`config.mk`:
```
export PLATFORM = sky130hd
export DESIGN_NAME = ifetch_unit
export DESIGN_NICKNAME = d
export VERILOG_FILES = /design/src/rtl/ifetch_unit.sv
export SDC_FILE = /design/constraint.sdc
export NUM_CORES = 1
export LEC_CHECK = 0
export CORE_AREA = 2 2 102 104
export DETAILED_ROUTE_END_ITERATION = 12
export DIE_AREA = 0 0 104 106
export PLACE_DENSITY = 0.85
export SYNTH_ARGS = -nofsm -noshare
export SYNTH_HDL_FRONTEND = slang
export SYNTH_SLANG_ARGS = --single-unit
```
`constraint.sdc`:
```
create_clock -name clk -period 2 [get_ports clk]
set_input_delay 0.5 -clock clk [delete_from_list [all_inputs] [get_ports clk]]
set_output_delay 0.5 -clock clk [all_outputs]
set_load 0.02 [all_outputs]
```
`src/rtl/ifetch_unit.sv`:
```
// Instruction fetch stage: issues one imem request at a time from the current pc,
// registers the returned word and hands it to decode under valid/ready.
module ifetch_unit #(
  parameter logic [31:0] NOP_INSTR = 32'h00000013
) (
  input  logic        clk,
  input  logic        rst,
  input  logic [31:0] pc,
  input  logic        redirect,
  output logic        imem_req,
  output logic [31:0] imem_addr,
  input  logic        imem_gnt,
  input  logic        imem_rvalid,
  input  logic [31:0] imem_rdata,
  output logic        instr_valid,
  output logic [31:0] instr,
  output logic [31:0] instr_pc,
  input  logic        instr_ready,
  output logic        pc_advance,
  output logic        misaligned_fault
);

  typedef enum logic [2:0] {IDLE, REQ, WAIT, DROP, HOLD} state_t;

  typedef struct packed {
    logic [31:0] instr;
    logic [31:0] pc;
    logic        fault;
  } fetch_entry_t;

  state_t       state, state_nxt;
  fetch_entry_t entry_q;
  logic [31:0]  pc_q;
  logic         aligned;
  logic         latch_pc, load_mem, load_nop, clr_vld;

  assign aligned          = (pc[1:0] == 2'b00);
  assign imem_addr        = pc;
  assign instr            = entry_q.instr;
  assign instr_pc         = entry_q.pc;
  assign misaligned_fault = entry_q.fault;

  always_comb begin
    state_nxt  = state;
    imem_req   = 1'b0;
    pc_advance = 1'b0;
    latch_pc   = 1'b0;
    load_mem   = 1'b0;
    load_nop   = 1'b0;
    clr_vld    = 1'b0;
    case (state)
      IDLE: state_nxt = REQ;
      REQ: begin
        if (aligned) begin
          // redirect without gnt needs no action: imem_addr already follows the new pc
          imem_req = 1'b1;
          if (imem_gnt) begin
            if (redirect) state_nxt = DROP;
            else begin
              state_nxt = WAIT;
              latch_pc  = 1'b1;
            end
          end
        end else if (!redirect) begin
          load_nop  = 1'b1;
          state_nxt = HOLD;
        end
      end
      WAIT: begin
        if (imem_rvalid) begin
          if (redirect) state_nxt = REQ;
          else begin
            load_mem  = 1'b1;
            state_nxt = HOLD;
          end
        end else if (redirect) begin
          state_nxt = DROP;
        end
      end
      DROP: if (imem_rvalid) state_nxt = REQ;
      HOLD: begin
        if (redirect) begin
          clr_vld   = 1'b1;
          state_nxt = REQ;
        end else if (instr_ready) begin
          pc_advance = 1'b1;
          clr_vld    = 1'b1;
          state_nxt  = REQ;
        end
      end
      default: state_nxt = IDLE;
    endcase
  end

  always_ff @(posedge clk) begin
    if (rst) begin
      state       <= IDLE;
      instr_valid <= 1'b0;
      entry_q     <= '0;
      pc_q        <= '0;
    end else begin
      state <= state_nxt;
      if (latch_pc) pc_q <= pc;
      if (load_mem) begin
        entry_q     <= '{instr: imem_rdata, pc: pc_q, fault: 1'b0};
        instr_valid <= 1'b1;
      end
      if (load_nop) begin
        entry_q     <= '{instr: NOP_INSTR, pc: pc, fault: 1'b1};
        instr_valid <= 1'b1;
      end
      if (clr_vld) instr_valid <= 1'b0;
    end
  end

endmodule

```
==> reports/summary.txt, run 1 <==
area after detailed placement -> 6150 um2
source-to-sink clock delay at the later pin of the worst-skew pair -> 0.35 ns
final clock skew -> 0.0170 ns
endpoint of the lowest-slack register-to-register path -> instr_pc[3]
critical path start-end classification -> in2reg
die width -> 104 um
1st-iter DRT viols -> 173
Tot GR Track Use -> 20.1%
Final Setup Violations -> 0
worst setup path end -> pc_q[31]
routed wire length per instance -> 13.8 um
Worst R2R Setup Slack -> 0.11 ns
timing-limited maximum frequency -> 511 MHz
max-cap violation count -> 0
Startpoint Class -> input pin
power density normalized to cell area -> 758 nW/um2
number of synthesis warnings -> 0
hold_buf cts -> 0
Area growth syn-to-layout -> 52.4%
summed instance area of the synthesized netlist -> 4160 um2
estimated wirelength of the detail-placed design -> 8.09 mm
detailed-routing iteration count for the pre-antenna-repair pass -> 5
cell type contributing the most total cell area after synthesis -> dfxtp_1
Num CTS Buffers -> 9
final hold violations -> 0
final weighted congestion in routability-driven placement -> 0.794
total of fill cells in the finished design -> 814
clk sinks -> 101
sum of routed wire length over all layers -> 11.5 mm
Clk Tree Root Cell -> clkbuf_8
core region area -> 10000 um2
CTS max path bufs -> 2
number of rows created at floorplan -> 37
number of global-route vias before repair -> 3991
die footprint -> 11000 um2
Final nets -> 761
standby leakage power -> 2.30 nW
Post-Synthesis Mean Instance Area -> 7.88 um2
routed via count divided by cell count -> 5.05
endpoint kind of the worst setup timing path -> flop
startpoint of the worst setup timing path -> pc[1]
critical path data required time -> 2.23 ns
worst slew slack as a fraction of its limit -> 73.9%
number of cells on the worst reg-to-reg path -> 5
Congestion Overflow GR -> 0
H-tree Lvls -> 3
share of layout cells above drive strength 1 -> 12.9%
first-pass GRT wire length -> 18.4 mm
post-route DRC violation count -> 0
count of distinct cell types in the synthesized netlist -> 33
FF+latch count, synth -> 101
Initial Utilization -> 41.6%
unrepaired setup endpoints after global routing -> no
Worst Hold Margin -> 0.457 ns
leading post-synthesis cells by cell area -> dfxtp_1 49%, nand2_1 17%, a21oi_1 7.5%, buf_4 6.1%, a311oi_1 5.7%
Via Count -> 4198
startpoint of the worst register-to-register path -> state[2]
Power Total -> 4.80 mW
# port buffers -> 169
peak fanout along the critical path -> 30
post-synthesis sequential area ratio -> 48.7%
count of mapped cells out of synthesis -> 527
top library cells by usage in the layout, fill and taps aside -> 190 x nand2_1, 133 x clkdlybuf4s50_1, 100 x dfxtp_1, 62 x a21oi_1, 44 x buf_4
worst hold path class -> reg2reg
max-slew violation count -> 0
final core area utilization -> 63.3%
final total negative setup slack -> 0 ns
clock slew at the register clock pins of the worst setup and hold paths -> 0.09 ns
antenna violations before repair -> 0
crit path time final -> 1.96 ns
status -> completed
post-route ant nets -> 0
ports placed on the boundary -> 170
most common cell after layout, fill and taps aside -> nand2_1
Mapped Nets -> 597
antenna diode instance count -> 0
portion of synthesized cell area occupied by the leading cell type -> 48.7%
worst-case vdd ir drop -> 0.389 mV
largest net degree at the start of global routing -> 37
die span in y -> 106 um
final critical-path share of the clock period -> 97.8%
design area -> 6330 um2
TritonCTS clock tree -> done
Worst Tran Pin Value -> 0.391 ns
Data arrival, critical path -> 2.18 ns
## power by group
| group | total (mW) | switching, mW | leakage [nW] | internal (mW) |
|---|---|---|---|---|
| combinational | 1.19 | 0.599 | 1.37 | 0.595 |
| sequential | 2.22 | 0.0747 | 0.819 | 2.15 |
| clock | 1.38 | 0.743 | 0.107 | 0.638 |
## Yosys cell counts, drive strengths merged
cell,number
or3,1
and3,2
or3b,2
a211oi,1
buf,50
o21bai,1
a221o,1
inv,1
a221oi,1
or2,1
nor3,2
nor2b,3
nor2,40
o32a,1
a21oi,62
mux2i,1
o21ai,1
a31oi,3
a211o,1
and3b,1
dfxtp,101
nand2,190
nand3,2
nand2b,3
nor3b,2
a311oi,32
clkbuf,21
## worst min-delay path by stage
stage / from / end / slack (ns) / depth (start not counted)
3_5_place_dp: misaligned_fault / misaligned_fault / 0.45 / 2
3_3_place_gp: pc_q[20] / pc_q[20] / 0.44 / 2
2_1_floorplan: pc_q[10] / pc_q[10] / 0.44 / 2
5_1_grt: rst / pc_q[3] / 0.44 / 2
6_report: misaligned_fault / misaligned_fault / 0.46 / 2
4_1_cts: rst / pc_q[3] / 0.45 / 2
## sequential cells by signal, indices dropped and copies added, names as in the netlist
register and cells:
instr_valid 1, instr_pc 32, misaligned_fault 1, pc_q 32
instr 32, state 3
## cell type report
| class | count | area [um2] | share of cell area [%] |
|---|---|---|---|
| Timing Repair Buffer | 224 | 2190 | 34.6 |
| Sequential cell | 101 | 2020 | 32.0 |
| Multi-Input combinational cell | 354 | 1730 | 27.3 |
| Tap cell | 136 | 170 | 2.69 |
| Clock buffer | 10 | 138 | 2.17 |
| Clock inverter | 6 | 77.6 | 1.23 |
| Inverter | 1 | 3.75 | 0.0593 |
## metrics by stage
| step | cells | setup WS (ns) |
|---|---|---|
| after global placement | 816 | -0.298 |
| final | 832 | 0.0442 |
| after CTS | 832 | 0.0169 |
| after detailed placement | 816 | -0.343 |
| after floorplan | 527 | 0.207 |
| after global routing | 832 | 0.0270 |
## worst max-delay path: stages
cell and delay (ns):
clkdlybuf4s50_1 0.47, or3b_2 0.49, or3_1 0.37, buf_12 0.19, nand2_1 0.09, a21oi_1 0.07
## timing repair
item,CTS,global route
buffers inserted,0,0
endpoints found under the hold margin,0,0
gates resized for setup,41,5
endpoints found under the setup margin,34,10
cloned,0,0
## kinds of logic after synthesis
| logic type | count (synthesis) | synth area share, % |
|---|---|---|
| simple gates | 249 | 23.9 |
| compound gates | 104 | 16.9 |
| buf+inv | 72 | 10.2 |
| flops | 101 | 48.7 |
| mux | 1 | 0.241 |
## routing by layer
| metal | share of wire, % | wire (um) | track usage, % |
|---|---|---|---|
| met2 | 50 | 5770 | 35.6 |
| met4 | 0.60 | 69 | 7.24 |
| met3 | 7.1 | 815 | 5.52 |
| met1 | 42 | 4810 | 23.3 |
| met5 | 0 | 0 | 0 |
Note: power is estimated with default switching activity, not from simulation.
==> inputs of run 2 (changes only) <==
ABC_CLOCK_PERIOD_IN_PS = 2000   (was not set)
==> results of run 2 <==
The final DEF is identical to that of run 1; final timing and power are the same.
